### config.mk
export PLATFORM = sky130hd
export DESIGN_NAME = bus_arbiter_4
export DESIGN_NICKNAME = d
export VERILOG_FILES = /design/src/rtl/arb_defs.sv /design/src/rtl/mux4.sv /design/src/rtl/rr_pick4.sv /design/src/rtl/bus_arbiter_4.sv
export SDC_FILE = /design/constraint.sdc
export NUM_CORES = 1
export LEC_CHECK = 0
export BUFFER_PORTS_ARGS = -buffer_cell sky130_fd_sc_hd__buf_2
export CAP_MARGIN = 15
export CORE_MARGIN = 4
export CORE_UTILIZATION = 35
export CTS_CLUSTER_DIAMETER = 30
export DETAILED_ROUTE_END_ITERATION = 12
export PLACE_DENSITY = 0.81
export SLEW_MARGIN = 10
export SYNTH_ARGS = -nofsm -noshare
export SYNTH_HDL_FRONTEND = slang
export SYNTH_HIERARCHICAL = 1
export SYNTH_SLANG_ARGS = --single-unit
export TNS_END_PERCENT = 10
### constraint.sdc
create_clock -name clk -period 2.5 [get_ports clk]
set_clock_uncertainty 0.15 [all_clocks]
set_input_delay 0.125 -clock clk [delete_from_list [all_inputs] [get_ports clk]]
set_output_delay 0.125 -clock clk [all_outputs]
set_load 0.1 [all_outputs]
### src/rtl/arb_defs.sv
// Shared constants for the four-way bus arbiter: requester count, select width,
// FSM state encoding and the post-reset round-robin pointer.
package arb_defs;
  localparam int N_REQ = 4;
  localparam int SEL_W = 2;

  typedef enum logic {
    ST_IDLE  = 1'b0,
    ST_GRANT = 1'b1
  } state_t;

  // Pointer starts at the last slot so requester 0 wins the first arbitration.
  localparam logic [SEL_W-1:0] LAST_PTR_RST = 2'd3;
endpackage

### src/rtl/mux4.sv
// Plain 4:1 data multiplexer shared by the bus masters.
module mux4 #(
  parameter int W = 32
) (
  input  logic [W-1:0] in0,
  input  logic [W-1:0] in1,
  input  logic [W-1:0] in2,
  input  logic [W-1:0] in3,
  input  logic [1:0]   sel,
  output logic [W-1:0] out
);
  always_comb begin
    case (sel)
      2'd0:    out = in0;
      2'd1:    out = in1;
      2'd2:    out = in2;
      default: out = in3;
    endcase
  end
endmodule

### src/rtl/rr_pick4.sv
// Rotating priority encoder: returns the first asserted request found when
// scanning from 'start' upward, wrapping modulo 4.
module rr_pick4
  import arb_defs::*;
(
  input  logic [N_REQ-1:0] req,
  input  logic [SEL_W-1:0] start,
  output logic             found,
  output logic [SEL_W-1:0] idx
);
  always_comb begin
    logic [SEL_W-1:0] cand;
    found = 1'b0;
    idx   = '0;
    for (int i = 0; i < N_REQ; i++) begin
      cand = start + SEL_W'(i);
      if (!found && req[cand]) begin
        found = 1'b1;
        idx   = cand;
      end
    end
  end
endmodule

### src/rtl/bus_arbiter_4.sv
// Round-robin owner-holds arbiter for one shared 32-bit write port.
// Define ARB_TIMEOUT_EN to add the MAX_HOLD watchdog that forces preemption.
module bus_arbiter_4
  import arb_defs::*;
#(
  parameter int DATA_W   = 32,
  parameter int MAX_HOLD = 16
) (
  input  logic              clk,
  input  logic              rst,
  input  logic [N_REQ-1:0]  req,
  input  logic [DATA_W-1:0] wdata0,
  input  logic [DATA_W-1:0] wdata1,
  input  logic [DATA_W-1:0] wdata2,
  input  logic [DATA_W-1:0] wdata3,
  output logic [N_REQ-1:0]  gnt,
  output logic [SEL_W-1:0]  sel,
  output logic              bus_valid,
  output logic [DATA_W-1:0] bus_data,
  output logic              preempt
);
  if (MAX_HOLD < 2) begin : g_bad_hold
    $error("MAX_HOLD must be at least 2");
  end

  state_t           state, state_nx;
  logic [N_REQ-1:0] gnt_nx;
  logic [SEL_W-1:0] sel_nx, last_ptr, last_ptr_nx, start;
  logic             preempt_nx, new_grant, timeout;
  logic             pick_found;
  logic [SEL_W-1:0] pick_idx;
  logic [DATA_W-1:0] mux_out;

`ifdef ARB_TIMEOUT_EN
  localparam int CNT_W = $clog2(MAX_HOLD);
  logic [CNT_W-1:0] hold_cnt;

  assign timeout = (state == ST_GRANT) && req[sel] && (hold_cnt == CNT_W'(MAX_HOLD - 1));

  always_ff @(posedge clk) begin
    if (rst)                    hold_cnt <= '0;
    else if (new_grant)         hold_cnt <= '0;
    else if (state == ST_GRANT) hold_cnt <= hold_cnt + 1'b1;
  end
`else
  assign timeout = 1'b0;
`endif

  // IDLE searches past the last owner; a release searches past the current one.
  assign start = (state == ST_IDLE) ? last_ptr + 1'b1 : sel + 1'b1;

  rr_pick4 u_pick (
    .req   (req),
    .start (start),
    .found (pick_found),
    .idx   (pick_idx)
  );

  always_comb begin
    state_nx    = state;
    gnt_nx      = gnt;
    sel_nx      = sel;
    last_ptr_nx = last_ptr;
    preempt_nx  = 1'b0;
    new_grant   = 1'b0;
    case (state)
      ST_IDLE: begin
        if (pick_found) begin
          state_nx  = ST_GRANT;
          gnt_nx    = N_REQ'(1) << pick_idx;
          sel_nx    = pick_idx;
          new_grant = 1'b1;
        end
      end
      ST_GRANT: begin
        if (!req[sel] || timeout) begin
          last_ptr_nx = sel;
          preempt_nx  = timeout;
          if (pick_found) begin
            gnt_nx    = N_REQ'(1) << pick_idx;
            sel_nx    = pick_idx;
            new_grant = 1'b1;
          end else begin
            state_nx = ST_IDLE;
            gnt_nx   = '0;
          end
        end
      end
      default: begin
        state_nx = ST_IDLE;
        gnt_nx   = '0;
      end
    endcase
  end

  always_ff @(posedge clk) begin
    if (rst) begin
      state    <= ST_IDLE;
      gnt      <= '0;
      sel      <= '0;
      last_ptr <= LAST_PTR_RST;
      preempt  <= 1'b0;
    end else begin
      state    <= state_nx;
      gnt      <= gnt_nx;
      sel      <= sel_nx;
      last_ptr <= last_ptr_nx;
      preempt  <= preempt_nx;
    end
  end

  assign bus_valid = (state == ST_GRANT);

  mux4 #(.W(DATA_W)) u_mux (
    .in0 (wdata0),
    .in1 (wdata1),
    .in2 (wdata2),
    .in3 (wdata3),
    .sel (sel),
    .out (mux_out)
  );

  assign bus_data = bus_valid ? mux_out : '0;
endmodule

==> results.sh <==
export IMPL_grt_use_met1=0.237
export IMPL_antennaDiodeCount=0
export IMPL_start_util=0.365
export IMPL_gr_usage_met3=0.0528
export IMPL_setup_viol=0
export IMPL_yosys_area_top_type="mux4_2"
export IMPL_numCtsBuffers=3
export IMPL_layout_common_cells="buf_2 (172), and2_1 (34), mux4_2 (30)"
export IMPL_fillCellCount=391
export IMPL_top_usage_layer="met2"
export IMPL_h_tree_depth=1
export IMPL_netlist_area_um2=1610
export IMPL_cts_root_buffer="clkbuf_8"
export IMPL_crit_required_ps=2490
export IMPL_p_per_area_nw_per_um2=659
export IMPL_area_growth_pct=55.8
export IMPL_worstPathArrival_ps=2340
export IMPL_start_kind="register"
export IMPL_die_y_um=75.8
export IMPL_path_class="reg -> reg"
export IMPL_r2r_cells=9
export IMPL_io_pins=174
export IMPL_antenna_found_initial=0
export IMPL_fp_row_count=24
export IMPL_synth_seq_cells=9
export IMPL_vias_per_cell=5.37
export IMPL_r2r_slack_ps=150
export IMPL_end_kind="register"
export IMPL_slew_violations=0
export IMPL_postSynthNetCount=281
export IMPL_grt_pass1_vias=1891
export IMPL_grt_pass1_wl_mm=9.15
export IMPL_crit_top_cell="a21oi_1"
export IMPL_synth_area_leaders="mux4_2 (42%), and2_1 (13%), dfxtp_1 (11%)"
export IMPL_core_area_um2=4410
export IMPL_post_place_cells=362
export IMPL_port_buffers=172
export IMPL_synth_seq_area_share=0.112
export IMPL_hold_viol=0
export IMPL_drc=0
export IMPL_cap_violations=0
export IMPL_fmax_ghz=0.425
export IMPL_clk_pin_slew_ps=50
export IMPL_placed_area_um2=2460
export IMPL_cts_tree="built"
export IMPL_slew_headroom=0.564
export IMPL_period_needed_ps=2350
export IMPL_cp_cell_sequence="and2_1 -> a21o_1 -> xnor2_1 -> a21oi_1 -> o21ai_0 -> a21oi_2 -> mux2i_1 -> a21oi_1 -> o21ba_2"
export IMPL_wl_per_cell_um=17.9
export IMPL_outcome="finished clean"
export IMPL_hp_class="in -> reg"
export IMPL_p_leak_nw=1.26
export IMPL_hp_start="rst"
export IMPL_ys_warn_count=6
export IMPL_drive_above_1_share=0.701
export IMPL_clock_latency_ps=240
export IMPL_hpwl_mm=5.45
export IMPL_synth_distinct_cells=39
export IMPL_finalNonFillerCells=366
export IMPL_met2_usage=0.378
export IMPL_route_vias_total=1964
export IMPL_post_place_ws_ps=257
export IMPL_track_usage=0.208
export IMPL_worstReg2RegStart="bus_valid"
export IMPL_tightest_slew_ps=654
export IMPL_r2r_end="sel[1]"
export IMPL_hold_slack_ps=73.6
export IMPL_grt_max_degree=39
export IMPL_cts_path_max_buffers=2
export IMPL_nets=449
export IMPL_synth_top_area_frac=0.420
export IMPL_firstDrtPassIters=5
export IMPL_synth_cells=147
export IMPL_setup_tns_ps=0
export IMPL_gp_congestion=0.922
export IMPL_mostFrequentLayoutCell="buf_2"
export IMPL_fin_area_um2=2510
export IMPL_min_path_cells=3
export IMPL_slowest_stage="dfxtp_2"
export IMPL_synth_area_per_cell_um2=11.0
export IMPL_path_max_fanout=17
export IMPL_period_share=0.942
export IMPL_die_w_um=75.8
export IMPL_routed_wl_mm=6.55
export IMPL_die_area_um2=5750
export IMPL_setup_ws_ps=145
export IMPL_cts_sink_count=9
export IMPL_max_vdd_ir_drop_mv=0.366
export IMPL_hold_path_end="last_ptr[1]"
export IMPL_ant_nets=0
export IMPL_cts_post_setup_buffers_inserted=0
export IMPL_cp_slowest_stage_delay_ps=400
export IMPL_drt_iter0_drc=108
export IMPL_grt_overflow_total=0
-- metrics by stage --
stage	total power [mW]	utilization
global route	1.74	0.568
finish	1.65	0.568
global placement	1.46	0.556
detailed placement	1.47	0.556
CTS	1.66	0.567
floorplan	1.27	-
-- registers in the layout, indices dropped and copies added (netlist names) --
name	count
sel	2
gnt	4
last_ptr	2
bus_valid	1
-- layout make-up --
class / instances / area [µm²] / area share
multi-input combinational: 115 / 1290 / 0.513
timing repair buffer: 176 / 891 / 0.355
sequential: 9 / 184 / 0.0733
tap: 52 / 65.1 / 0.0259
clock buffer: 4 / 45.0 / 0.0180
inverter: 10 / 37.5 / 0.0150
-- routing by layer --
| layer | vias up | wire length, µm |
|---|---|---|
| met4 | 0 | 111 |
| met3 | 11 | 706 |
| li1 | 909 | - |
| met5 | - | 0 |
| met1 | 933 | 2290 |
| met2 | 111 | 3450 |
-- worst max path at each step --
stage               from            to  slack (ps)  cells after the start
2_1_floorplan  bus_valid        sel[1]          70                     10
3_3_place_gp   bus_valid        sel[1]         360                      9
3_5_place_dp   bus_valid        sel[1]         260                      9
4_1_cts           sel[0]  bus_data[21]         140                      4
5_1_grt        bus_valid        sel[1]          -7                      9
6_report       bus_valid        sel[1]         150                      9
-- critical path, delay by kind of cell, from the launching register on --
kind                      cells  cell delay, ps
and+or+nand+nor               1             240
muxes                         1             160
AOI/OAI and AO/OA             6             970
xor gates and xnor gates      1             320
DFF                           1             400
-- repair_timing --
action | 4_1_cts | 5_1_grt
hold buffers | 0 | 0
gates resized for setup | 0 | 2
setup endpoints to repair | 0 | 1
-- synthesized netlist by cell type --
library cell,count
nand2b_1,5
mux2_2,1
and3b_2,1
o311ai_0,1
nor2b_1,3
mux4_1,2
a21o_1,1
o21ai_0,3
a311oi_1,1
conb_1,1
buf_6,1
nor2_1,2
dfxtp_1,9
inv_2,1
buf_12,3
o221ai_1,1
a21oi_1,8
o32ai_1,1
a222oi_1,1
buf_2,4
xnor2_1,1
o21ba_1,1
mux4_2,30
and2_1,34
inv_1,9
o21ba_2,1
buf_4,1
buf_1,1
nand2_1,2
mux2_4,1
a221o_1,1
a22o_2,1
clkbuf_1,3
a211oi_1,1
o22ai_1,4
a221oi_1,1
nand3b_1,2
mux2i_1,1
nand3_1,2
-- kinds of logic (layout without fill, tap and decap cells) --
family                    count (synthesis)  in the layout  share of synthesized area
DFF                                       9              9                      0.112
muxes                                    35             35                      0.475
other                                     1              1                    0.00233
xor gates and xnor gates                  1              1                    0.00544
and+or+nand+nor                          51             51                      0.194
buffers and inverters                    23            190                     0.0940
AOI/OAI and AO/OA                        27             27                      0.117
-- power by group --
part	total, mW	leakage, nW	switching, mW	internal, mW
Combinational	1.29	1.17	0.892	0.396
Clock	0.181	0.0228	0.0687	0.112
Sequential	0.185	0.0750	0.0195	0.165
Total	1.65	1.26	0.980	0.674
Power figures use the tool's default switching activity.
